$ cat src/rtl/ff256_ct_seq_demux_8_64.sv
// rtl/ff256_ct_seq_demux_8_64.sv - byte-to-word deserializer with valid/ready on both sides
// Gathers N_BYTES serial bytes into one word, byte 0 in the LSBs.
module ff256_ct_seq_demux_8_64 #(
  parameter int BYTE_W  = 8,
  parameter int N_BYTES = 8,
  parameter int IDX_W   = $clog2(N_BYTES)
) (
  input  logic                      clk,
  input  logic                      rst_n,
  input  logic                      clear,
  input  logic [BYTE_W-1:0]         x_in,
  input  logic                      x_in_valid,
  output logic                      x_in_ready,
  output logic [BYTE_W*N_BYTES-1:0] x_out,
  output logic                      x_out_valid,
  input  logic                      x_out_ready,
  output logic [IDX_W-1:0]          byte_idx
);

  typedef enum logic {ST_FILL, ST_FULL} state_t;

  localparam logic [IDX_W-1:0] LAST_IDX = IDX_W'(N_BYTES - 1);

  state_t                          r_state;
  state_t                          w_state_nxt;
  logic [IDX_W-1:0]                r_byte_idx;
  logic [BYTE_W*(N_BYTES-1)-1:0]   r_shadow;
  logic [BYTE_W*N_BYTES-1:0]       r_x_out;
  logic                            w_in_ready;
  logic                            w_byte_acc;
  logic                            w_word_acc;

  // In FULL the next word's byte 0 may enter only while the current word drains.
  assign w_in_ready = ~clear & ((r_state == ST_FILL) | x_out_ready);
  assign w_byte_acc = x_in_valid & w_in_ready;
  assign w_word_acc = (r_state == ST_FULL) & x_out_ready & ~clear;

  assign x_in_ready  = w_in_ready;
  assign x_out_valid = (r_state == ST_FULL);
  assign x_out       = r_x_out;
  assign byte_idx    = r_byte_idx;

  always_ff @(posedge clk or negedge rst_n) begin
    if (!rst_n) begin
      r_state <= ST_FILL;
    end else begin
      r_state <= w_state_nxt;
    end
  end

  always_comb begin
    w_state_nxt = r_state;
    if (clear) begin
      w_state_nxt = ST_FILL;
    end else begin
      case (r_state)
        ST_FILL: if (w_byte_acc && (r_byte_idx == LAST_IDX)) w_state_nxt = ST_FULL;
        ST_FULL: if (w_word_acc) w_state_nxt = ST_FILL;
        default: w_state_nxt = ST_FILL;
      endcase
    end
  end

  always_ff @(posedge clk or negedge rst_n) begin
    if (!rst_n) begin
      r_byte_idx <= '0;
      r_shadow   <= '0;
      r_x_out    <= '0;
    end else if (clear) begin
      r_byte_idx <= '0;
      r_shadow   <= '0;
    end else if (w_byte_acc) begin
      if (r_state == ST_FULL) begin
        r_shadow[BYTE_W-1:0] <= x_in;
        r_byte_idx           <= IDX_W'(1);
      end else if (r_byte_idx == LAST_IDX) begin
        // Last byte goes straight to the output word, bypassing the shadow.
        r_x_out    <= {x_in, r_shadow};
        r_byte_idx <= '0;
      end else begin
        for (int k = 0; k < N_BYTES - 1; k++) begin
          if (r_byte_idx == IDX_W'(k)) r_shadow[k*BYTE_W +: BYTE_W] <= x_in;
        end
        r_byte_idx <= r_byte_idx + IDX_W'(1);
      end
    end
  end

endmodule

$ cat config.mk
export PLATFORM = sky130hd
export DESIGN_NAME = ff256_ct_seq_demux_8_64
export DESIGN_NICKNAME = d
export VERILOG_FILES = /design/src/rtl/ff256_ct_seq_demux_8_64.sv
export SDC_FILE = /design/constraint.sdc
export NUM_CORES = 1
export LEC_CHECK = 0
export CAP_MARGIN = 20
export CORE_MARGIN = 2
export CORE_UTILIZATION = 50
export CTS_CLUSTER_DIAMETER = 100
export CTS_CLUSTER_SIZE = 20
export DETAILED_ROUTE_END_ITERATION = 16
export DONT_BUFFER_PORTS = 1
export PLACE_DENSITY_LB_ADDON = 0.15
export SYNTH_ARGS = -nofsm -noshare
export SYNTH_HDL_FRONTEND = slang
export SYNTH_SLANG_ARGS = --single-unit
$ cat constraint.sdc
create_clock -name clk -period 2.2 [get_ports clk]
set_input_delay 0.66 -clock clk [delete_from_list [all_inputs] [get_ports clk]]
set_output_delay 0.66 -clock clk [all_outputs]
set_load 0.01 [all_outputs]
; After elaboration in Yosys (flattened, before gate mapping)
; Index checks and enable logic that the tools add are counted.
[classes]
n_eq_ne = 10
n_lt_le_gt_ge = 0
reduce_logical = 18
bitwise_logic = 7
div = 0
n_shift = 0
n_addsub = 1
n_mul = 0
n_mux = 20
[op_table]
columns = operator, n
row1 = 56-bit 2-to-1 mux, 3
row2 = 8-bit 2-to-1 mux, 8
row3 = 48-bit 2-to-1 mux, 1
row4 = 4-bit AND reduction, 7
row5 = 2-bit nonzero test, 7
row6 = 3-bit == test (second input constant), 4
row7 = 3-bit 2-to-1 mux, 4
row8 = 3-bit by 2-bit == test with 1-bit output (second input constant), 2
row9 = 1-bit AND, 4
row10 = 2-bit != test (second input constant), 2
row11 = 3-bit by 1-bit adder with 3-bit output (second input constant), 1
row12 = 3-bit by 1-bit == test with 1-bit output (second input constant), 1
row13 = 3-bit logical NOT, 1
row14 = 1-bit 2-to-1 mux, 3
row15 = 3-bit != test (second input constant), 1
row16 = 3-bit AND reduction, 1
row17 = 3-bit nonzero test, 1
row18 = 1-bit NOT, 2
row19 = 1-bit case mux with 2 select lines, 1
row20 = 1-bit logical AND, 1
row21 = 1-bit bitwise OR, 1
[totals]
output_inout_bits = 69
latchBits = 0
reg_bits = 124
romBits = 0
elab_cells = 66
mem_count = 0
mem_bits_rw = 0

; Logic depth before layout (Yosys ltp)
[depth]
ltp_word = 8
ltp_mapped = 8
ltp_nobuf = 5

; Worst setup path before layout
; No wires, ideal clock.
[synth_timing]
kind = input-to-output
startpoint = input port clear
endpoint = output port x_in_ready
setup_slack_ns = 0.075
n_path_buf = 3
cell_stages = 4
arrival_ns = 1.465
cell_sequence = buf_4 -> clkbuf_1 -> buf_1 -> nor2_1
[synth_via]
elab_chain_cells = 2
[synth_lines]
columns = element, line_no
row1 = "start, declared", 10  ; input logic clear,
row2 = 1-bit NOT (no line), -
row3 = 1-bit AND, 34  ; assign w_in_ready = ~clear & ((r_state == ST_FILL) | x_out_ready);
row4 = "end, declared", 13  ; output logic x_in_ready,
; Every way passes these cells.

; Worst setup path in the final report
[layout_timing]
startpoint = register r_state (netlist: x_out_valid)
endpoint = output port x_in_ready
[layout_via]
elab_chain_cells = 3
[layout_lines]
columns = element, line_no
row1 = "start, declared", 24  ; state_t r_state;
row2 = "start signal, assigned", 47  ; r_state <= w_state_nxt;
row3 = 1-bit NOT (no line), -
row4 = 1-bit bitwise OR, 34
row5 = 1-bit AND, 34
; Every way passes these cells.

==> reports/results.tsv <==
metric	value	unit
slew margin rel.	57.9	%
Power per Cell Area	862	nW/µm²
per-cell via count in the routed design	5.78	
number of iterations in the first detailed-routing pass	6	
CP cell instances	nor2b_1 -> nor2_2	
number of flops mapped to enable cells by yosys	0	
most used routing layer	met2	
Slew Viols, Final	0	
Rows	37	
number of gates on the worst path with buffers counted	2	
Total Die Area	11500	µm²
distinct cell type count after synthesis	33	
Mean Syn Cell Area	12.3	µm²
# DRC	0	
fraction of the mapped netlist area in compound gates	10.8	%
r2r worst-path depth	5	
achievable clock frequency	488	MHz
global-route usage over all layers	21.8	%
fill cell total of the finished layout	886	
total via count after detailed routing	3363	
data arrival time at the worst-slack endpoint	1390	ps
slack of the worst reg-to-reg path	310	ps
Antenna Diode Count	0	
Post-layout nets	453	
total number of yosys warnings	0	
fraction of synthesis flops using an asynchronous set or reset pin	100	%
RSZ-0062 raised after global routing	false	
Hold WC Path Type	in -> async	
gr ovfl total	0	
register bit count reported by yosys	124	
setup TNS	0	ps
Die H	107	µm
PortBufs	0	
end-of-flow core utilization	58.1	%
violation count after the first detailed-route iteration	183	
sequential share of the synthesized area	58.1	%
Critical path buffers and inverters	0	
Least-Margin Pin Slew	632	ps
Max VDD drop	0.496	mV
global placer's final weighted congestion	0.837	
static leakage	0.00280	µW
Crit. End Element	output pin	
adder-cell area share of the yosys netlist	1.64	%
# IOs	82	
area fraction in and, or, nand and nor cells after synthesis	10.4	%
Initial Utilization	51.5	%
Critical Path Max Stage Delay	470	ps
met2 Usage GRT	31.9	%
Post-DP HPWL	7220	µm
met1 GRT Util	27.9	%
# Max-Cap Violations	0	
Worst-path clk slew	60	ps
path type of the worst setup path	reg -> out	
element type at the critical path start	register	
maximum count of clock buffers along a single path	2	
final number of hold-violating endpoints	124	
Num Clock Sinks	124	
nets in the synthesized netlist	455	
Main synth FF type	sky130_fd_sc_hd__dfrtp_1	
total setup violations reported at the end of the flow	0	
Final Cycle Share	93.2	%
area of the core region	10400	µm²
WL/cell	19.8	µm
clock skew	4.43	ps
netlist area before placement	5340	µm²
number of global-route vias before repair	3530	
relative area change from synthesis to final layout	12.8	%
fraction of final layout cells with drive strength greater than 1	16.8	%
CTS buffer count	17	
pin count of the biggest net entering global routing	125	
highest-delay cell along the critical path	sky130_fd_sc_hd__dfrtp_1	
Syn Inst Count	435	
mux share of post-synthesis cell area	15.2	%
total routed wirelength	11500	µm
met3 demand-to-capacity share in global routing	10.7	%
Synth Area in XOR/XNOR	0	%
H-tree level count	4	
TritonCTS clock tree	yes	
hold slack final	-171	ps
highest fanout seen on the critical path	9	
cell at the root of the clock tree	sky130_fd_sc_hd__clkbuf_8	
violated checks	hold timing	
destination of the worst register-to-register timing path	x_out[63]	
end point of the critical path	x_in_ready	
global-route wire length before repair	18800	µm
Top Family by Delay on Critical Path	flip-flops	
Die Wd	107	µm
minimum clock period	2050	ps
Clock Latency Late Sink	520	ps
result of the run	finished, violations left	
r2r startpoint	byte_idx[1]	
Crit path required time	1540	ps
Worst setup startpoint	x_out_valid	
combinational family with the most area after synthesis	multiplexers	
initial antenna violation count	0	
Detail Route Antenna Nets	0	
metrics by stage:
stage	cell area, µm²	setup WS (ps)	total power [µW]	instances
2_1_floorplan	5340	75.1	2530	435
3_3_place_gp	5450	351	2540	550
3_5_place_dp	5450	295	2550	550
4_1_cts	6020	82.0	5240	582
5_1_grt	6030	58.7	5360	582
6_report	6030	149	5190	582
worst register-to-register path, cell delays in order (launching register included):
cell and delay (ps):
sky130_fd_sc_hd__dfrtp_1 350, sky130_fd_sc_hd__ha_1 200, sky130_fd_sc_hd__ha_1 310, sky130_fd_sc_hd__and4bb_4 320
sky130_fd_sc_hd__buf_12 220, sky130_fd_sc_hd__mux2_2 380
flip-flops by register name, indices dropped and copies added (netlist names):
name,count
x_out,64
r_shadow,56
x_out_valid,1
byte_idx,3
report_power, final:
part	internal (µW)	total [µW]	switching (µW)
Sequential	2320	2350	26.0
Clock	1700	2690	993
Combinational	67.2	158	90.4
Total	4080	5190	1110
logic make-up (layout without fill, tap and decap cells):
group                    Yosys count  after routing
flip-flops                       124            124
AND/OR/NAND/NOR                   98             98
AO/OA/AOI/OAI                     95             95
multiplexers                      72             72
buffers and inverters             39             50
adder cells (fa/ha/maj)            7              7
synth_stat cells (all sizes together) (2+ instances only):
cell type | instances | area (µm²)
a21oi | 43 | 215
and3b | 2 | 17.5
buf | 19 | 131
clkbuf | 14 | 52.6
dfrtp | 124 | 3100
ha | 7 | 87.6
inv | 6 | 22.5
mux2 | 72 | 811
nand2b | 11 | 68.8
nand3 | 56 | 280
nand3b | 2 | 15.0
nor2 | 7 | 28.8
nor2b | 11 | 68.8
o21ai | 42 | 210
o221ai | 8 | 120
cell type report:
type / count / area (µm²) / share of cell area, %
Clock buffer: 22 / 463 / 7.68
Clock inverter: 10 / 115 / 1.91
Timing Repair Buffer: 12 / 115 / 1.91
Sequential cell: 124 / 3100 / 51.5
Inverter: 6 / 22.5 / 0.374
Multi-Input combinational cell: 272 / 2040 / 33.8
Tap cell: 136 / 170 / 2.82
how the worst min path moves through the flow:
stage / startpoint / endpoint / slack, ps
after CTS: rst_n / x_out[32] / -190
after global routing: rst_n / r_shadow[27] / -200
after global placement: rst_n / x_out[37] / 370
after detailed placement: rst_n / x_out[35] / 370
final: rst_n / x_out[35] / -170
after floorplan: rst_n / byte_idx[0] / 360
placed cells by master (no fill, tap or decap), drive strengths merged, types with 6 or more instances in the layout:
| cell | n |
|---|---|
| clkinvlp | 6 |
| o21ai | 42 |
| nor2b | 11 |
| a21oi | 43 |
| o221ai | 8 |
| dfrtp | 124 |
| ha | 7 |
| inv | 6 |
| nor2 | 7 |
| buf | 12 |
| mux2 | 72 |
| clkbuf | 22 |
| nand2b | 11 |
| nand3 | 56 |
repair_timing:
action | CTS | global route
endpoints found under the hold margin | 124 | 124
setup endpoints to repair | 0 | 1
buffers inserted | 0 | 0
gates resized for setup | 0 | 1
layer usage:
layer	wire length, µm	vias to the layer above
met5	0	-
met4	137	0
met3	1060	13
met2	5400	98
met1	4930	1700
li1	-	1552
Power figures use the tool's default switching activity.
